--- src/rtl/alu_pkg.sv ---
// Shared types for the ALU writeback slice: data width, ALU op encoding and the
// result-queue entry layout.
package alu_pkg;

  localparam int unsigned DATA_W = 8;
  // Queue entries carry a fixed-width destination; NREG must not exceed 2**DEST_W.
  localparam int unsigned DEST_W = 4;

  typedef enum logic [2:0] {
    OpAdd = 3'b000,
    OpSub = 3'b001,
    OpAnd = 3'b010,
    OpXor = 3'b011
  } alu_op_e;

  typedef struct packed {
    logic [DATA_W-1:0] data;
    logic              zero;
    logic [DEST_W-1:0] dest;
  } wb_entry_t;

endpackage

--- src/rtl/alu_wb_queue.sv ---
// In-order result queue feeding the register file. With ALU_WB_BYPASS_EN defined it
// also offers a youngest-match lookup of queued results for two read ports.
module alu_wb_queue
  import alu_pkg::*;
#(
  parameter int unsigned QDEPTH = 2,
  localparam int unsigned CW = $clog2(QDEPTH) + 1
) (
  input  logic                clk,
  input  logic                rst_n,
  input  logic                push,
  input  wb_entry_t           push_entry,
  input  logic                pop,
  output wb_entry_t           head,
  output logic [CW-1:0]       count
`ifdef ALU_WB_BYPASS_EN
  ,
  input  logic [DEST_W-1:0]   look_addr_a,
  input  logic [DEST_W-1:0]   look_addr_b,
  output logic                hit_a,
  output logic                hit_b,
  output logic [DATA_W-1:0]   hit_data_a,
  output logic [DATA_W-1:0]   hit_data_b
`endif
);

  localparam int unsigned PW = $clog2(QDEPTH);

  wb_entry_t         mem_q [QDEPTH];
  logic [PW-1:0]     wr_ptr_q, rd_ptr_q;
  logic [CW-1:0]     count_q, count_d;

  // Payload storage needs no reset; count gates every use of it.
  always_ff @(posedge clk) begin
    if (push) mem_q[wr_ptr_q] <= push_entry;
  end

  always_comb begin
    count_d = count_q;
    unique case ({push, pop})
      2'b10:   count_d = count_q + 1'b1;
      2'b01:   count_d = count_q - 1'b1;
      default: count_d = count_q;
    endcase
  end

  // QDEPTH is a power of two, so pointers wrap by natural overflow.
  always_ff @(posedge clk or negedge rst_n) begin
    if (!rst_n) begin
      wr_ptr_q <= '0;
      rd_ptr_q <= '0;
      count_q  <= '0;
    end else begin
      if (push) wr_ptr_q <= wr_ptr_q + 1'b1;
      if (pop)  rd_ptr_q <= rd_ptr_q + 1'b1;
      count_q <= count_d;
    end
  end

  assign head  = mem_q[rd_ptr_q];
  assign count = count_q;

`ifdef ALU_WB_BYPASS_EN
  logic [PW-1:0] idx;

  // Scan oldest to youngest so the last match found is the youngest.
  always_comb begin
    idx        = '0;
    hit_a      = 1'b0;
    hit_b      = 1'b0;
    hit_data_a = '0;
    hit_data_b = '0;
    for (int unsigned i = 0; i < QDEPTH; i++) begin
      idx = rd_ptr_q + PW'(i);
      if (CW'(i) < count_q) begin
        if (mem_q[idx].dest == look_addr_a) begin
          hit_a      = 1'b1;
          hit_data_a = mem_q[idx].data;
        end
        if (mem_q[idx].dest == look_addr_b) begin
          hit_b      = 1'b1;
          hit_data_b = mem_q[idx].data;
        end
      end
    end
  end
`endif

endmodule

--- src/rtl/alu_writeback.sv ---
// ALU writeback: queues ALU results and drains them into a small register file, with
// external writes taking priority. Optional read bypass via macro ALU_WB_BYPASS_EN.
module alu_writeback
  import alu_pkg::*;
#(
  parameter int unsigned QDEPTH = 2,
  parameter int unsigned NREG   = 4,
  localparam int unsigned AW = $clog2(NREG),
  localparam int unsigned CW = $clog2(QDEPTH) + 1
) (
  input  logic              clk,
  input  logic              rst_n,
  input  logic              in_valid,
  output logic              in_ready,
  input  logic [DATA_W-1:0] in_data,
  input  logic              in_zero,
  input  logic [AW-1:0]     in_dest,
  input  logic              ext_we,
  input  logic [AW-1:0]     ext_addr,
  input  logic [DATA_W-1:0] ext_data,
  input  logic [AW-1:0]     rd_addr_a,
  input  logic [AW-1:0]     rd_addr_b,
  output logic [DATA_W-1:0] rd_data_a,
  output logic [DATA_W-1:0] rd_data_b,
  output logic              zero_flag,
  output logic [CW-1:0]     pending
);

  localparam logic [CW-1:0] QDepthC = CW'(QDEPTH);

  logic [DATA_W-1:0] regs_q [NREG];
  logic              zero_flag_q;
  logic              push, drain;
  wb_entry_t         push_entry, head;
  logic [CW-1:0]     count;

  // Ready depends only on the registered count, never on in_valid.
  assign in_ready   = (count < QDepthC);
  assign push       = in_valid && in_ready;
  assign drain      = (count != '0) && !ext_we;
  assign push_entry = '{data: in_data, zero: in_zero, dest: DEST_W'(in_dest)};

`ifdef ALU_WB_BYPASS_EN
  logic              hit_a, hit_b;
  logic [DATA_W-1:0] hit_data_a, hit_data_b;
`endif

  alu_wb_queue #(
    .QDEPTH (QDEPTH)
  ) u_queue (
    .clk        (clk),
    .rst_n      (rst_n),
    .push       (push),
    .push_entry (push_entry),
    .pop        (drain),
    .head       (head),
    .count      (count)
`ifdef ALU_WB_BYPASS_EN
    ,
    .look_addr_a (DEST_W'(rd_addr_a)),
    .look_addr_b (DEST_W'(rd_addr_b)),
    .hit_a       (hit_a),
    .hit_b       (hit_b),
    .hit_data_a  (hit_data_a),
    .hit_data_b  (hit_data_b)
`endif
  );

  always_ff @(posedge clk or negedge rst_n) begin
    if (!rst_n) begin
      for (int unsigned r = 0; r < NREG; r++) regs_q[r] <= '0;
      zero_flag_q <= 1'b0;
    end else if (ext_we) begin
      regs_q[ext_addr] <= ext_data;
    end else if (drain) begin
      for (int unsigned r = 0; r < NREG; r++) begin
        if (head.dest == DEST_W'(r)) regs_q[r] <= head.data;
      end
      zero_flag_q <= head.zero;
    end
  end

`ifdef ALU_WB_BYPASS_EN
  assign rd_data_a = hit_a ? hit_data_a : regs_q[rd_addr_a];
  assign rd_data_b = hit_b ? hit_data_b : regs_q[rd_addr_b];
`else
  assign rd_data_a = regs_q[rd_addr_a];
  assign rd_data_b = regs_q[rd_addr_b];
`endif

  assign zero_flag = zero_flag_q;
  assign pending   = count;

endmodule

--- config.mk ---
export PLATFORM = sky130hd
export DESIGN_NAME = alu_writeback
export DESIGN_NICKNAME = d
export VERILOG_FILES = /design/src/rtl/alu_pkg.sv /design/src/rtl/alu_wb_queue.sv /design/src/rtl/alu_writeback.sv
export SDC_FILE = /design/constraint.sdc
export NUM_CORES = 1
export LEC_CHECK = 0
export ABC_AREA = 1
export CAP_MARGIN = 20
export CORE_MARGIN = 10
export CORE_UTILIZATION = 32
export CTS_BUF_LIST = sky130_fd_sc_hd__clkbuf_16
export CTS_CLUSTER_SIZE = 40
export DETAILED_ROUTE_END_ITERATION = 10
export DONT_BUFFER_PORTS = 1
export MAX_ROUTING_LAYER = met4
export PLACE_DENSITY = 0.43
export SLEW_MARGIN = 0
export SYNTH_ARGS = -nofsm -noshare
export SYNTH_HDL_FRONTEND = slang
export SYNTH_SLANG_ARGS = --single-unit
--- constraint.sdc ---
create_clock -name clk -period 1.4 [get_ports clk]
set_input_delay 0.28 -clock clk [delete_from_list [all_inputs] [get_ports clk]]
set_output_delay 0.28 -clock clk [all_outputs]
set_load 0.02 [all_outputs]
==> results of run 1 <==
[cell type report]
cell class / instances / share of cell area (%)
inverter: 38 / 3.57
clock buffer: 9 / 5.55
sequential: 59 / 39.1
tap: 129 / 3.98
timing repair buffer: 49 / 11.6
multi-input combinational: 272 / 34.7
clock inverter: 7 / 1.45
[routing by layer]
layer  GRT usage (%)  routed length [um]
met2            22.0                4220
met3            3.72                 538
met4            4.45                 104
met1            17.7                4060
met5               -                   0
[cell usage in the layout, fill, tap and decap left out, types with 9 or more instances in the layout]
cell / netlist / final
nand2_1: 99 / 95
nand3_1: 44 / 44
inv_1: 38 / 36
buf_4: 1 / 35
dfrtp_1: 37 / 35
o21ai_0: 65 / 32
nor2_1: 36 / 29
o21ai_1: 0 / 22
edfxtp_1: 22 / 22
o21ai_2: 0 / 11
o22ai_1: 16 / 9
clkbuf_16: 0 / 9
[power breakdown]
part	switching (W)	internal (W)	leakage [nW]	total, W
Sequential	0.000570	0.00244	0.669	0.00301
Combinational	0.00171	0.00141	1.10	0.00313
Clock	0.000733	0.00135	0.139	0.00208
[worst max-delay path by stage]
stage | start | end | slack, ns | depth (start not counted)
floorplan | u_queue.count[1]$_DFFE_PN0P_ | u_queue.count[1]$_DFFE_PN0P_ | -0.02 | 6
global placement | u_queue.count[1]$_DFFE_PN0P_ | u_queue.count[1]$_DFFE_PN0P_ | -0.006 | 6
detailed placement | u_queue.count[0]$_DFFE_PN0P_ | u_queue.count[1]$_DFFE_PN0P_ | -0.04 | 6
CTS | regs_q[22]$_DFFE_PN0P_ | rd_data_a[6] | -0.06 | 3
global route | regs_q[16]$_DFFE_PN0P_ | rd_data_b[0] | -0.09 | 3
finish | regs_q[21]$_DFFE_PN0P_ | rd_data_b[5] | -0.04 | 3
[Yosys cell counts (all sizes together)]
library cell,instances
a21oi,1
a31oi,1
buf,1
clkbuf,9
dfrtp,37
edfxtp,22
ha,1
inv,38
nand2,99
nand3,48
nor2,37
o21ai,65
o22ai,16
xnor2,1
xor2,3
[cells by family (layout without fill, tap and decap cells)]
logic type      Yosys count  count (layout)
compound gates           83              83
simple gates            184             184
buf+inv                  48             103
xor+xnor                  4               4
flops                    59              59
fa+ha+maj                 1               1
[stage by stage]
step	worst slack, ns	hold slack (ns)
after global routing	-0.0878	0.0375
after floorplan	-0.0199	-0.0156
after CTS	-0.0582	0.0470
after detailed placement	-0.0405	-0.0133
final	-0.0421	0.0519
after global placement	-0.00607	-0.0132
[registers in the layout, summed over array words and instances (netlist names)]
signal / flops
regs_q: 32
u_queue.count: 2
u_queue.mem_q: 22
u_queue.rd_ptr_q: 1
u_queue.wr_ptr_q: 1
zero_flag: 1
[worst register-to-register path: stages, from the launching register on]
cell and delay, ns:
dfrtp_2 0.42, nor2_4 0.13, nor2_4 0.04, buf_12 0.13
ha_4 0.22, a21oi_4 0.11, o21ai_2 0.07, xor2_1 0.13
[timing repair]
action                                  4_1_cts  5_1_grt
endpoints found under the hold margin        37        0
pin swaps                                    16       14
gates resized for setup                      24       43
endpoints found under the setup margin       18       34
hold buffers                                  2        0
buffers inserted                             11        1
==> impl_metrics.toml, run 1 <==
[sta]
hold_violations = 0
max_freq_mhz = 693
fin_crit_sh_pct = 103
setup_viol = 10
rsz0062_at_grt = "yes"
fin_setup_tns_ns = -0.193
clock_skew_ns = 0.00544
slew_headroom_pct = 75.3
timing.final.ws_setup_ns = -0.0421
maxSlewViolCount = 0
fin_crit_ns = 1.44
worstMarginPinSlew_ns = 0.370

[setup_path]
r2r_start = "u_queue.count[0]$_DFFE_PN0P_"
path_buf_inv = 1
crit_path_max_incr_delay_ns = 0.39
path_cells = "o21ai_1, o22ai_1, buf_4"
cp.arrival_ns = 1.16
path_class = "reg2out"
r2r_slack_ns = 0.03
worstPathMaxFanout = 3
r2r.worst_path.cells = 7
cp_top_family = "flip-flops"
start_kind = "flip-flop"
slowest_stage = "dfrtp_1"
required_ns = 1.12
regToRegEndpoint = "u_queue.count[1]$_DFFE_PN0P_"
crit_path_end_kind = "primary output"

[synthesis]
synth_cells = 379
syn_nets = 409
ys_warn_count = 0
yosysTopAreaCell = "dfrtp_1"
ys_seq_area_share_pct = 52.4
synth_cell_types = 17
synthXorXnorAreaFrac_pct = 1.16
syn-cell-area_um2 = 3030
synth_mux_area_share_pct = 0
ys_seq_elements = 59
synth_area_leaders = "dfrtp_1 31%, edfxtp_1 22%, nand2_1 12%, o21ai_0 11%, nand3_1 7.3%"
synth_top_area_share_pct = 30.6
synth_fa_ha_area_share_pct = 0.413
synth_compound_area_share_pct = 14.4
synth_top_family_by_area = "simple AND/OR/NAND/NOR gates"
avgSynthCellArea_um2 = 7.99
synth-simple-area-share_pct = 25.5

[min_path]
min_from = "in_data[1]"
hold_end = "u_queue.mem_q[1][4]$_DFFE_PP_"
hp-class = "in2reg"
min_path_cells = 0

[floorplan]
die-height_um = 117
rows = 35
dieWidth_um = 117
design.die.area_um2 = 13800
coreArea_um2 = 9240
ios = 49
initial_core_util_pct = 32.8

[finish]
area_growth_pct = 34.1
seq_area_um2 = 1590
final_util_pct = 43.9
diodes = 0
nFillCells = 945
finalNonFillerCells = 563
drive_gt1_share_pct = 23.0
final_area_um2 = 4060
multi_input_area_um2 = 1410
final_nets = 459

[cts]
worstSkewPairLatency_ns = 0.32
cts.clk_slew.worst_paths_ns = 0.05
clock_path_buffers = 2
cts-buffers-inserted = 9
cts_tree = "built"
root_buffer = "clkbuf_16"
cts.htree.levels = 3
clock-sinks = 59

[global_route]
first_global_vias = 2605
grt_pass1_wl_um = 14600
grt_usage_pct = 14.2
grt_overflow_total = 0
grt_max_degree = 38
antenna_found_initial = 0

[placed_design]
hpwl_um = 6690
portBuffers = 0
place_congestion = 0.771
placed_area_um2 = 3500
dp.cells = 533

[route]
vias = 2682
via_per_inst = 4.76
route.detailed.drc = 0
wire_per_inst_um = 15.8
drt-total-wl_um = 8920
final_antenna_net_count = 0
firstDrtPassIters = 4
first_iter_violations = 177

[job]
maxCapViolations = 0

[pwr]
p_leak_nw = 1.91
pwr_density_cell_nw_per_um2 = 2020
finalPower_w = 0.00822
max-vdd-ir-drop_v = 0.000831

[outcome]
outcome = "finished with violations"
violations = "setup timing"
Power figures use the tool's default switching activity.
==> run 2: changes to the inputs <==
--- a/config.mk
+++ b/config.mk
@@ -10,7 +10,7 @@
 export CORE_MARGIN = 10
 export CORE_UTILIZATION = 32
 export CTS_BUF_LIST = sky130_fd_sc_hd__clkbuf_16
-export CTS_CLUSTER_SIZE = 40
+export CTS_CLUSTER_SIZE = 10
 export DETAILED_ROUTE_END_ITERATION = 10
 export DONT_BUFFER_PORTS = 1
 export MAX_ROUTING_LAYER = met4
==> results of run 2 <==
Final layout, timing and power as in run 1 (identical DEF).
